$ cat src/rtl/hex_entry_bank.sv
// Multi-channel hex word editor: buttons move a digit cursor and step, clear or
// auto-repeat edits on the selected channel.
//
//   state  | meaning
//   IDLE   | no qualifying button held
//   WAIT   | button held, counting toward auto-repeat
//   REPEAT | auto-repeat active, one action every RATE cycles
module hex_entry_bank #(
  parameter int          DIGITS   = 8,
  parameter int          CHANNELS = 4,
  parameter int          CARRY    = 0,
  parameter logic [63:0] INIT     = 64'h0000_0000_8765_4321,
  parameter int          HOLD     = 50_000_000,
  parameter int          RATE     = 10_000_000,
  localparam int         W        = 4 * DIGITS,
  localparam int         SW       = (CHANNELS > 1) ? $clog2(CHANNELS) : 1,
  localparam int         CW       = (DIGITS > 1) ? $clog2(DIGITS) : 1
) (
  input  logic                  clk,
  input  logic                  rst_n,
  input  logic [4:0]            BTN,
  input  logic                  en,
  input  logic [SW-1:0]         sel,
  output logic [CHANNELS*W-1:0] values,
  output logic [W-1:0]          cur_val,
  output logic [DIGITS-1:0]     blink,
  output logic [CW-1:0]         cursor
);

  localparam int             CMAX    = (HOLD > RATE) ? HOLD : RATE;
  localparam int             CNTW    = $clog2(CMAX + 1);
  // WAIT is entered with the press action, so the second action lands HOLD-1 edges later
  localparam logic [CNTW-1:0] HOLD_TC = CNTW'(HOLD - 2);
  localparam logic [CNTW-1:0] RATE_TC = CNTW'(RATE - 1);
  localparam logic [W-1:0]    INIT_W  = W'(INIT);
  localparam logic [CW-1:0]   CUR_TOP = CW'(DIGITS - 1);

  typedef enum logic [1:0] {IDLE, WAIT, REPEAT} state_t;
  typedef enum logic [2:0] {B_NONE, B_LEFT, B_RIGHT, B_INC, B_DEC, B_CLR} btn_t;

  state_t          state, state_nx;
  btn_t            active, held, held_nx;
  logic [CNTW-1:0] cnt, cnt_nx;
  logic            pulse;

  logic [W-1:0]    chan [CHANNELS];
  logic [CW-1:0]   cur, cur_nx;
  logic            sel_ok;
  logic [W-1:0]    sel_word, step, inc_word, dec_word, new_word;
  logic            wr;

  always_comb begin
    active = B_NONE;
    if (BTN[4])      active = B_LEFT;
    else if (BTN[2]) active = B_RIGHT;
    else if (BTN[3]) active = B_INC;
    else if (BTN[1]) active = B_DEC;
    else if (BTN[0]) active = B_CLR;
  end

  always_ff @(posedge clk or negedge rst_n) begin
    if (!rst_n) begin
      state <= IDLE;
      held  <= B_NONE;
      cnt   <= '0;
    end else begin
      state <= state_nx;
      held  <= held_nx;
      cnt   <= cnt_nx;
    end
  end

  always_comb begin
    state_nx = state;
    held_nx  = held;
    cnt_nx   = cnt;
    pulse    = 1'b0;
    if (!en || active == B_NONE) begin
      state_nx = IDLE;
      held_nx  = B_NONE;
      cnt_nx   = '0;
    end else if (state == IDLE || active != held) begin
      state_nx = WAIT;
      held_nx  = active;
      cnt_nx   = '0;
      pulse    = 1'b1;
    end else if (state == WAIT) begin
      if (cnt == HOLD_TC) begin
        state_nx = REPEAT;
        cnt_nx   = '0;
        pulse    = 1'b1;
      end else begin
        cnt_nx = cnt + CNTW'(1);
      end
    end else begin
      if (cnt == RATE_TC) begin
        cnt_nx = '0;
        pulse  = 1'b1;
      end else begin
        cnt_nx = cnt + CNTW'(1);
      end
    end
  end

  always_comb begin
    sel_ok   = 1'b0;
    sel_word = '0;
    for (int k = 0; k < CHANNELS; k++) begin
      if (sel == SW'(k)) begin
        sel_ok   = 1'b1;
        sel_word = chan[k];
      end
    end
  end

  always_comb begin
    step     = W'(1) << {cur, 2'b00};
    inc_word = sel_word;
    dec_word = sel_word;
    if (CARRY != 0) begin
      inc_word = sel_word + step;
      dec_word = sel_word - step;
    end else begin
      for (int d = 0; d < DIGITS; d++) begin
        if (cur == CW'(d)) begin
          inc_word[d*4 +: 4] = sel_word[d*4 +: 4] + 4'd1;
          dec_word[d*4 +: 4] = sel_word[d*4 +: 4] - 4'd1;
        end
      end
    end
  end

  always_comb begin
    wr       = 1'b0;
    new_word = sel_word;
    cur_nx   = cur;
    if (pulse) begin
      case (active)
        B_LEFT:  cur_nx = (cur == CUR_TOP) ? '0 : cur + CW'(1);
        B_RIGHT: cur_nx = (cur == '0) ? CUR_TOP : cur - CW'(1);
        B_INC: begin
          wr       = sel_ok;
          new_word = inc_word;
        end
        B_DEC: begin
          wr       = sel_ok;
          new_word = dec_word;
        end
        B_CLR: begin
          wr       = sel_ok;
          new_word = '0;
        end
        default: ;
      endcase
    end
  end

  always_ff @(posedge clk or negedge rst_n) begin
    if (!rst_n) begin
      for (int k = 0; k < CHANNELS; k++) chan[k] <= INIT_W;
      cur <= CUR_TOP;
    end else begin
      for (int k = 0; k < CHANNELS; k++) begin
        if (wr && sel == SW'(k)) chan[k] <= new_word;
      end
      cur <= cur_nx;
    end
  end

  for (genvar k = 0; k < CHANNELS; k++) begin : g_values
    assign values[k*W +: W] = chan[k];
  end

  assign cur_val = sel_word;
  assign cursor  = cur;
  assign blink   = en ? (DIGITS'(1) << cur) : '0;

endmodule

$ cat config.mk
export PLATFORM = sky130hd
export DESIGN_NAME = hex_entry_bank
export DESIGN_NICKNAME = d
export VERILOG_FILES = /design/src/rtl/hex_entry_bank.sv
export SDC_FILE = /design/constraint.sdc
export NUM_CORES = 1
export LEC_CHECK = 0
export CAP_MARGIN = 20
export CORE_ASPECT_RATIO = 2
export CORE_MARGIN = 2
export CORE_UTILIZATION = 45
export CTS_BUF_LIST = sky130_fd_sc_hd__clkbuf_2
export DETAILED_ROUTE_END_ITERATION = 10
export GPL_TIMING_DRIVEN = 0
export PLACE_DENSITY = 0.72
export SLEW_MARGIN = 20
export SYNTH_ARGS = -nofsm -noshare
export SYNTH_HDL_FRONTEND = slang
export SYNTH_SLANG_ARGS = --single-unit
$ cat constraint.sdc
create_clock -name clk -period 4.11 [get_ports clk]
set_input_delay 0.6165 -clock clk [delete_from_list [all_inputs] [get_ports clk]]
set_output_delay 0.6165 -clock clk [all_outputs]
set_load 0.01 [all_outputs]
==> flow_metrics.py, run 1 <==
metrics = {
    "final_layout": {
        "area_delta_synth_final_pct": 27.3,
        "layout_common_cells": "clkdlybuf4s50_1, dfrtp_1, nor2_1",
        "nNetsFinal": 967,
        "final_common_cell": "clkdlybuf4s50_1",
        "drive_gt1_share_pct": 22.8,
    },
    "route": {
        "first_pass_iters": 6,
        "drt_iter0_drc": 402,
        "dr_total_vias": 7045,
        "drc": 0,
        "wl_mm": 27.4,
        "ant_nets": 0,
        "wl_per_cell_um": 22.7,
        "routed_via_density": 5.85,
    },
    "power": {
        "p_comb_share_pct": 32.2,
        "clockPowerShare_pct": 22.1,
        "switching_share_pct": 35.1,
        "worst_ir_drop_vdd_uv": 212,
        "seq_power_share_pct": 45.7,
        "switchingPower_mw": 1.50,
        "internal_power_mw": 2.77,
        "leakage_nw": 4.54,
        "p_per_area_nw_per_um2": 381,
    },
    "synthesis": {
        "synthArstFlopShare_pct": 100,
        "yosys.cell_types.count": 56,
        "synthFlopType": "dfrtp_1",
        "syn-cell-area_um2": 8810,
        "synth_edf_count": 0,
        "synth_nets": 769,
        "synth_area_leader_cell": "dfrtp_1",
        "synthCells": 734,
        "syn_area_per_cell_um2": 12.0,
        "seq_area_frac_synth_pct": 46.8,
        "yosysWarnings": 0,
        "synth_area_leaders": "dfrtp_1, dfstp_2, mux4_2",
        "synth_top_area_share_pct": 30.4,
        "synth_seq_cells": 162,
    },
    "placement": {
        "numPortBuffers": 177,
        "gp_congestion": 0.906,
        "dp_hpwl_mm": 20.9,
    },
    "die": {
        "die_area_um2": 20800,
        "die_x_um": 103,
        "fp.dieH_um": 202,
        "coreArea_um2": 19300,
        "ioPinCount": 181,
        "placementRows": 72,
        "start_util_pct": 45.7,
    },
    "outcome": {
        "status": "completed",
    },
    "timing": {
        "rsz0062_at_grt": "false",
        "setup_viol": 0,
        "max_slew.worst_pin.slew_ns": 0.978,
        "finClkSkew_ns": 0.0544,
        "max_freq_ghz": 0.247,
        "finalCritPeriodShare_pct": 98.7,
        "hold_violations": 0,
        "drv_slew": 0,
        "whs_ns": 0.294,
        "fin_tns_setup_ns": 0,
        "layout_min_cycle_time_ns": 4.06,
        "max_slew_margin_pct": 34.8,
    },
    "global_route": {
        "overflow": 0,
        "met3_usage_pct": 4.94,
        "antenna_found_initial": 1,
        "grt_busiest_layer": "met2",
        "met2_usage_pct": 49.6,
        "grt_pass1_wl_mm": 42.0,
        "first_global_vias": 7211,
        "grt_use_total_pct": 27.3,
        "grt_max_degree": 90,
        "gr-usage-met1_pct": 29.4,
    },
    "worst_setup_path": {
        "criticalPathCategory": "in -> out",
        "end_kind": "output port",
        "cp_max_fo": 10,
        "cp.required_ns": 3.49,
        "cp.arrival_ns": 3.44,
        "start_kind": "input port",
    },
    "cts": {
        "insertion_delay_ns": 0.81,
        "htree_levels": 4,
        "clock_tree.root_cell": "clkbuf_2",
        "cts_sinks": 162,
        "numCtsBuffers": 17,
        "clock_path_buffers": 2,
        "clk_pin_slew_ns": 0.29,
        "cts_tree": "yes",
    },
    "worst_hold_path": {
        "min_path_type": "in -> reg",
    },
    "run": {
        "maxCapViolations": 0,
    },
}
==> final timing paths <==
path,endpoint,depth (start not counted),from,slack (ns)
max,cur_val[7],5,sel[1],0.05
min,held[1],3,BTN[3],0.29
max reg2reg,values[116],7,cnt[11],0.87
min reg2reg,values[74],1,values[74],0.55
max in group asynchronous,values[118],3,rst_n,2.91
min in group asynchronous,values[49],2,rst_n,0.31
==> cell type report <==
| type | instances | area, µm² |
|---|---|---|
| tap | 259 | 324 |
| clock inverter | 15 | 171 |
| clock buffer | 17 | 85.1 |
| sequential | 162 | 4120 |
| antenna | 1 | 2.50 |
| inverter | 27 | 101 |
| fill | 1702 | 8070 |
| buffer | 39 | 204 |
| timing repair buffer | 179 | 1810 |
| multi-input combinational | 506 | 4390 |
==> layer usage <==
metal | routed length [µm] | share of wire [%]
met5 | 0 | 0
met2 | 15300 | 56
met1 | 9550 | 35
met4 | 1230 | 4.5
met3 | 1240 | 4.5
==> Yosys cell counts (19+ instances only) <==
cell type	n
dfrtp_1	107
nor2_1	66
mux2_2	57
dfstp_2	55
mux2_1	40
a22o_1	38
mux4_2	32
nand2_1	31
inv_1	27
a21oi_1	25
ha_1	25
nor3_1	22
clkbuf_1	20
xnor2_1	19
==> critical path, stage by stage <==
cell and delay [ns]:
clkbuf_1 0.70, buf_1 0.66, buf_2 0.47, mux4_2 0.41, clkdlybuf4s50_1 0.55
==> power by group through the flow <==
stage                     Clock (mW)  Combinational (mW)  Sequential [mW]
after CTS                      0.964                1.38             1.95
after detailed placement           0                1.37             1.98
after global placement             0                1.35             1.97
after global routing            1.03                1.48             1.97
after floorplan                    0               0.644             2.00
final                          0.946                1.37             1.95
==> logic make-up after synthesis <==
logic type,synth area share (%)
mux,20.6
flops,46.8
xor+xnor,3.28
simple gates,11.7
fa+ha+maj,3.55
compound gates,10.6
buf+inv,3.47
==> metrics by stage <==
stage	util (%)	power, mW	area [µm²]	instances	setup slack, ns
after CTS	58.1	4.29	11200	1204	0.0691
after global routing	58.2	4.48	11200	1205	0.0619
after detailed placement	56.7	3.35	10900	1171	-0.0310
final	58.2	4.27	11200	1205	0.0545
after floorplan	-	2.65	8810	734	1.24
after global placement	56.6	3.32	10900	1170	-4.03
==> state kept, by name (all words and copies together) (netlist names) <==
name / cells
state: 2
cnt: 26
cursor: 3
held: 3
values: 128
==> what timing repair did <==
action | CTS | global route
setup buffers | 0 | 0
hold buffers | 1 | 0
endpoints found under the hold margin | 49 | 0
resized for setup | 0 | 0
Power figures use the tool's default switching activity.
==> run 2: changes to the inputs <==
Settings changed: CORE_ASPECT_RATIO 2 to not set.
==> flow_metrics.py, run 2 (synthesized netlist as in run 1, its figures left out) <==
metrics = {
    "worst_setup_path": {
        "end_kind": "output port",
        "critPathTopFamily": "buffers and inverters",
        "cp_max_fo": 10,
        "cp.required_ns": 3.49,
        "timing.critical_path.to": "cur_val[31]",
        "cp_num_cells": 5,
        "worstPathCellList": "clkbuf_1 > buf_1 > buf_2 > mux4_2 > clkdlybuf4s50_1",
        "ff2ff_path_depth": 7,
        "cp_slowest_stage_delay_ns": 0.65,
        "r2r-start": "cnt[11]",
        "critPathBufInv": 4,
        "r2r_slack_ns": 0.88,
        "slowest_stage": "clkbuf_1",
        "r2r_end": "values[123]",
        "start_kind": "input port",
        "cp.arrival_ns": 3.37,
        "crit_path_start": "sel[1]",
        "criticalPathCategory": "in -> out",
    },
    "run": {
        "maxCapViolations": 0,
    },
    "global_route": {
        "first_global_vias": 6798,
        "grt_max_degree": 85,
        "antenna_found_initial": 1,
        "overflow": 0,
        "grt_pass1_wl_mm": 39.9,
        "grt_use_total_pct": 25.9,
    },
    "die": {
        "placementRows": 51,
        "die_area_um2": 20700,
        "ioPinCount": 181,
        "fp.dieH_um": 144,
        "die_x_um": 144,
        "coreArea_um2": 19300,
        "start_util_pct": 45.6,
    },
    "final_layout": {
        "layout_common_cells": "clkdlybuf4s50_1, dfrtp_1, nor2_1",
        "fillers": 1649,
        "drive_gt1_share_pct": 22.6,
        "instances_no_fill": 1211,
        "nNetsFinal": 967,
        "final_area_um2": 11200,
        "largest_reg_flops": 128,
        "area_delta_synth_final_pct": 27.1,
        "final_common_cell": "clkdlybuf4s50_1",
    },
    "timing": {
        "max_freq_ghz": 0.251,
        "finalCritPeriodShare_pct": 96.9,
        "finClkSkew_ns": 0.0341,
        "setup_viol": 0,
        "layout_min_cycle_time_ns": 3.98,
        "max_slew_margin_pct": 25.3,
        "setup_slack_ns": 0.126,
        "hold_violations": 0,
        "rsz0062_at_grt": "false",
        "whs_ns": 0.272,
        "drv_slew": 0,
        "max_slew.worst_pin.slew_ns": 1.11,
    },
    "placement": {
        "dp.cells": 1177,
        "gp_congestion": 0.894,
        "detailedPlace.worstSlack_ns": 0.0545,
        "dpl_cell_area_um2": 10900,
        "numPortBuffers": 177,
        "dp_hpwl_mm": 18.9,
    },
    "cts": {
        "cts-resized-gates": 0,
        "numCtsBuffers": 17,
        "cts_tree": "yes",
        "insertion_delay_ns": 0.78,
        "clock_path_buffers": 2,
        "clock_tree.root_cell": "clkbuf_2",
        "cts_setup_buffers": 0,
        "htree_levels": 4,
        "cts_sinks": 162,
        "clk_pin_slew_ns": 0.23,
    },
    "route": {
        "drt_iter0_drc": 512,
        "dr_total_vias": 6962,
        "routed_via_density": 5.75,
        "ant_nets": 0,
        "first_pass_iters": 8,
        "wl_per_cell_um": 21.5,
        "drc": 0,
        "wl_mm": 26.0,
    },
    "power": {
        "worst_ir_drop_vdd_uv": 192,
        "p_per_area_nw_per_um2": 377,
        "leakage_nw": 4.54,
    },
    "worst_hold_path": {
        "min_path_type": "in -> reg",
    },
    "outcome": {
        "status": "completed",
    },
}
## run 2: cell types whose count changed in the layout (fill, tap and decap cells not counted)
cell        before  now
clkinvlp_4       3    2
nor4_1          11   12
clkinv_2         1    4
nor4_2           1    0
inv_6            6    5
clkinv_4         1    2
inv_8            2    0
## run 2: worst min-delay path by stage
stage                from         end  slack (ns)  cells after the start
6_report           BTN[3]     held[1]        0.27                      3
4_1_cts            BTN[3]     held[1]        0.21                      3
5_1_grt            BTN[3]     held[1]        0.31                      3
3_5_place_dp   values[79]  values[79]        0.50                      1
2_1_floorplan       rst_n      cnt[0]        0.32                      0
3_3_place_gp   values[91]  values[91]        0.49                      1
## run 2: report_power, final
part / internal (mW) / leakage, nW / switching (mW) / total [mW]
sequential: 1.80 / 2.05 / 0.145 / 1.95
clock: 0.287 / 0.146 / 0.612 / 0.899
combinational: 0.668 / 2.34 / 0.700 / 1.37
## run 2: worst reg2reg max path: stages, from the launching register on
cell and delay (ns):
dfrtp_1 0.50, or4_4 0.58, nor4_4 0.37, o21a_2 0.23
a211oi_4 0.07, nor3_2 0.68, buf_4 0.35, mux2_2 0.35
## run 2: area by class of cell
class                           count  area [µm²]  area share [%]
Clock inverter                     15         156            1.40
Tap cell                          265         332            2.96
Buffer                             39         204            1.82
Multi-Input combinational cell    506        4380            39.1
Clock buffer                       17        85.1           0.760
Antenna cell                        1        2.50          0.0223
Timing Repair Buffer              179        1810            16.2
Inverter                           27         101           0.905
Sequential cell                   162        4120            36.8
## run 2: routing by layer
layer	track usage [%]	part of all wire, %	vias up
li1	-	-	3142
met1	36.2	44	3515
met2	40.3	47	273
met3	6.06	7.5	32
met4	7.89	1.8	0
met5	0	0	-
## run 2: repair_timing
| action | CTS | global route |
|---|---|---|
| hold buffers | 1 | 0 |
| setup endpoints to repair | 0 | 0 |
| hold endpoints to repair | 53 | 0 |
## run 2: through the flow
stage | power (mW) | utilization (%) | setup TNS [ns]
after global routing | 4.43 | 57.9 | 0
final | 4.22 | 57.9 | 0
after CTS | 4.23 | 57.9 | 0
after detailed placement | 3.32 | 56.6 | 0
after global placement | 3.29 | 56.4 | -540.17
after floorplan | 2.65 | - | 0
==> run 3: changes to the inputs <==
Settings changed: CTS_CLUSTER_DIAMETER set to 40, SLEW_MARGIN 20 to not set.
==> results of run 3 <==
Final layout, timing and power as in run 2 (identical DEF).
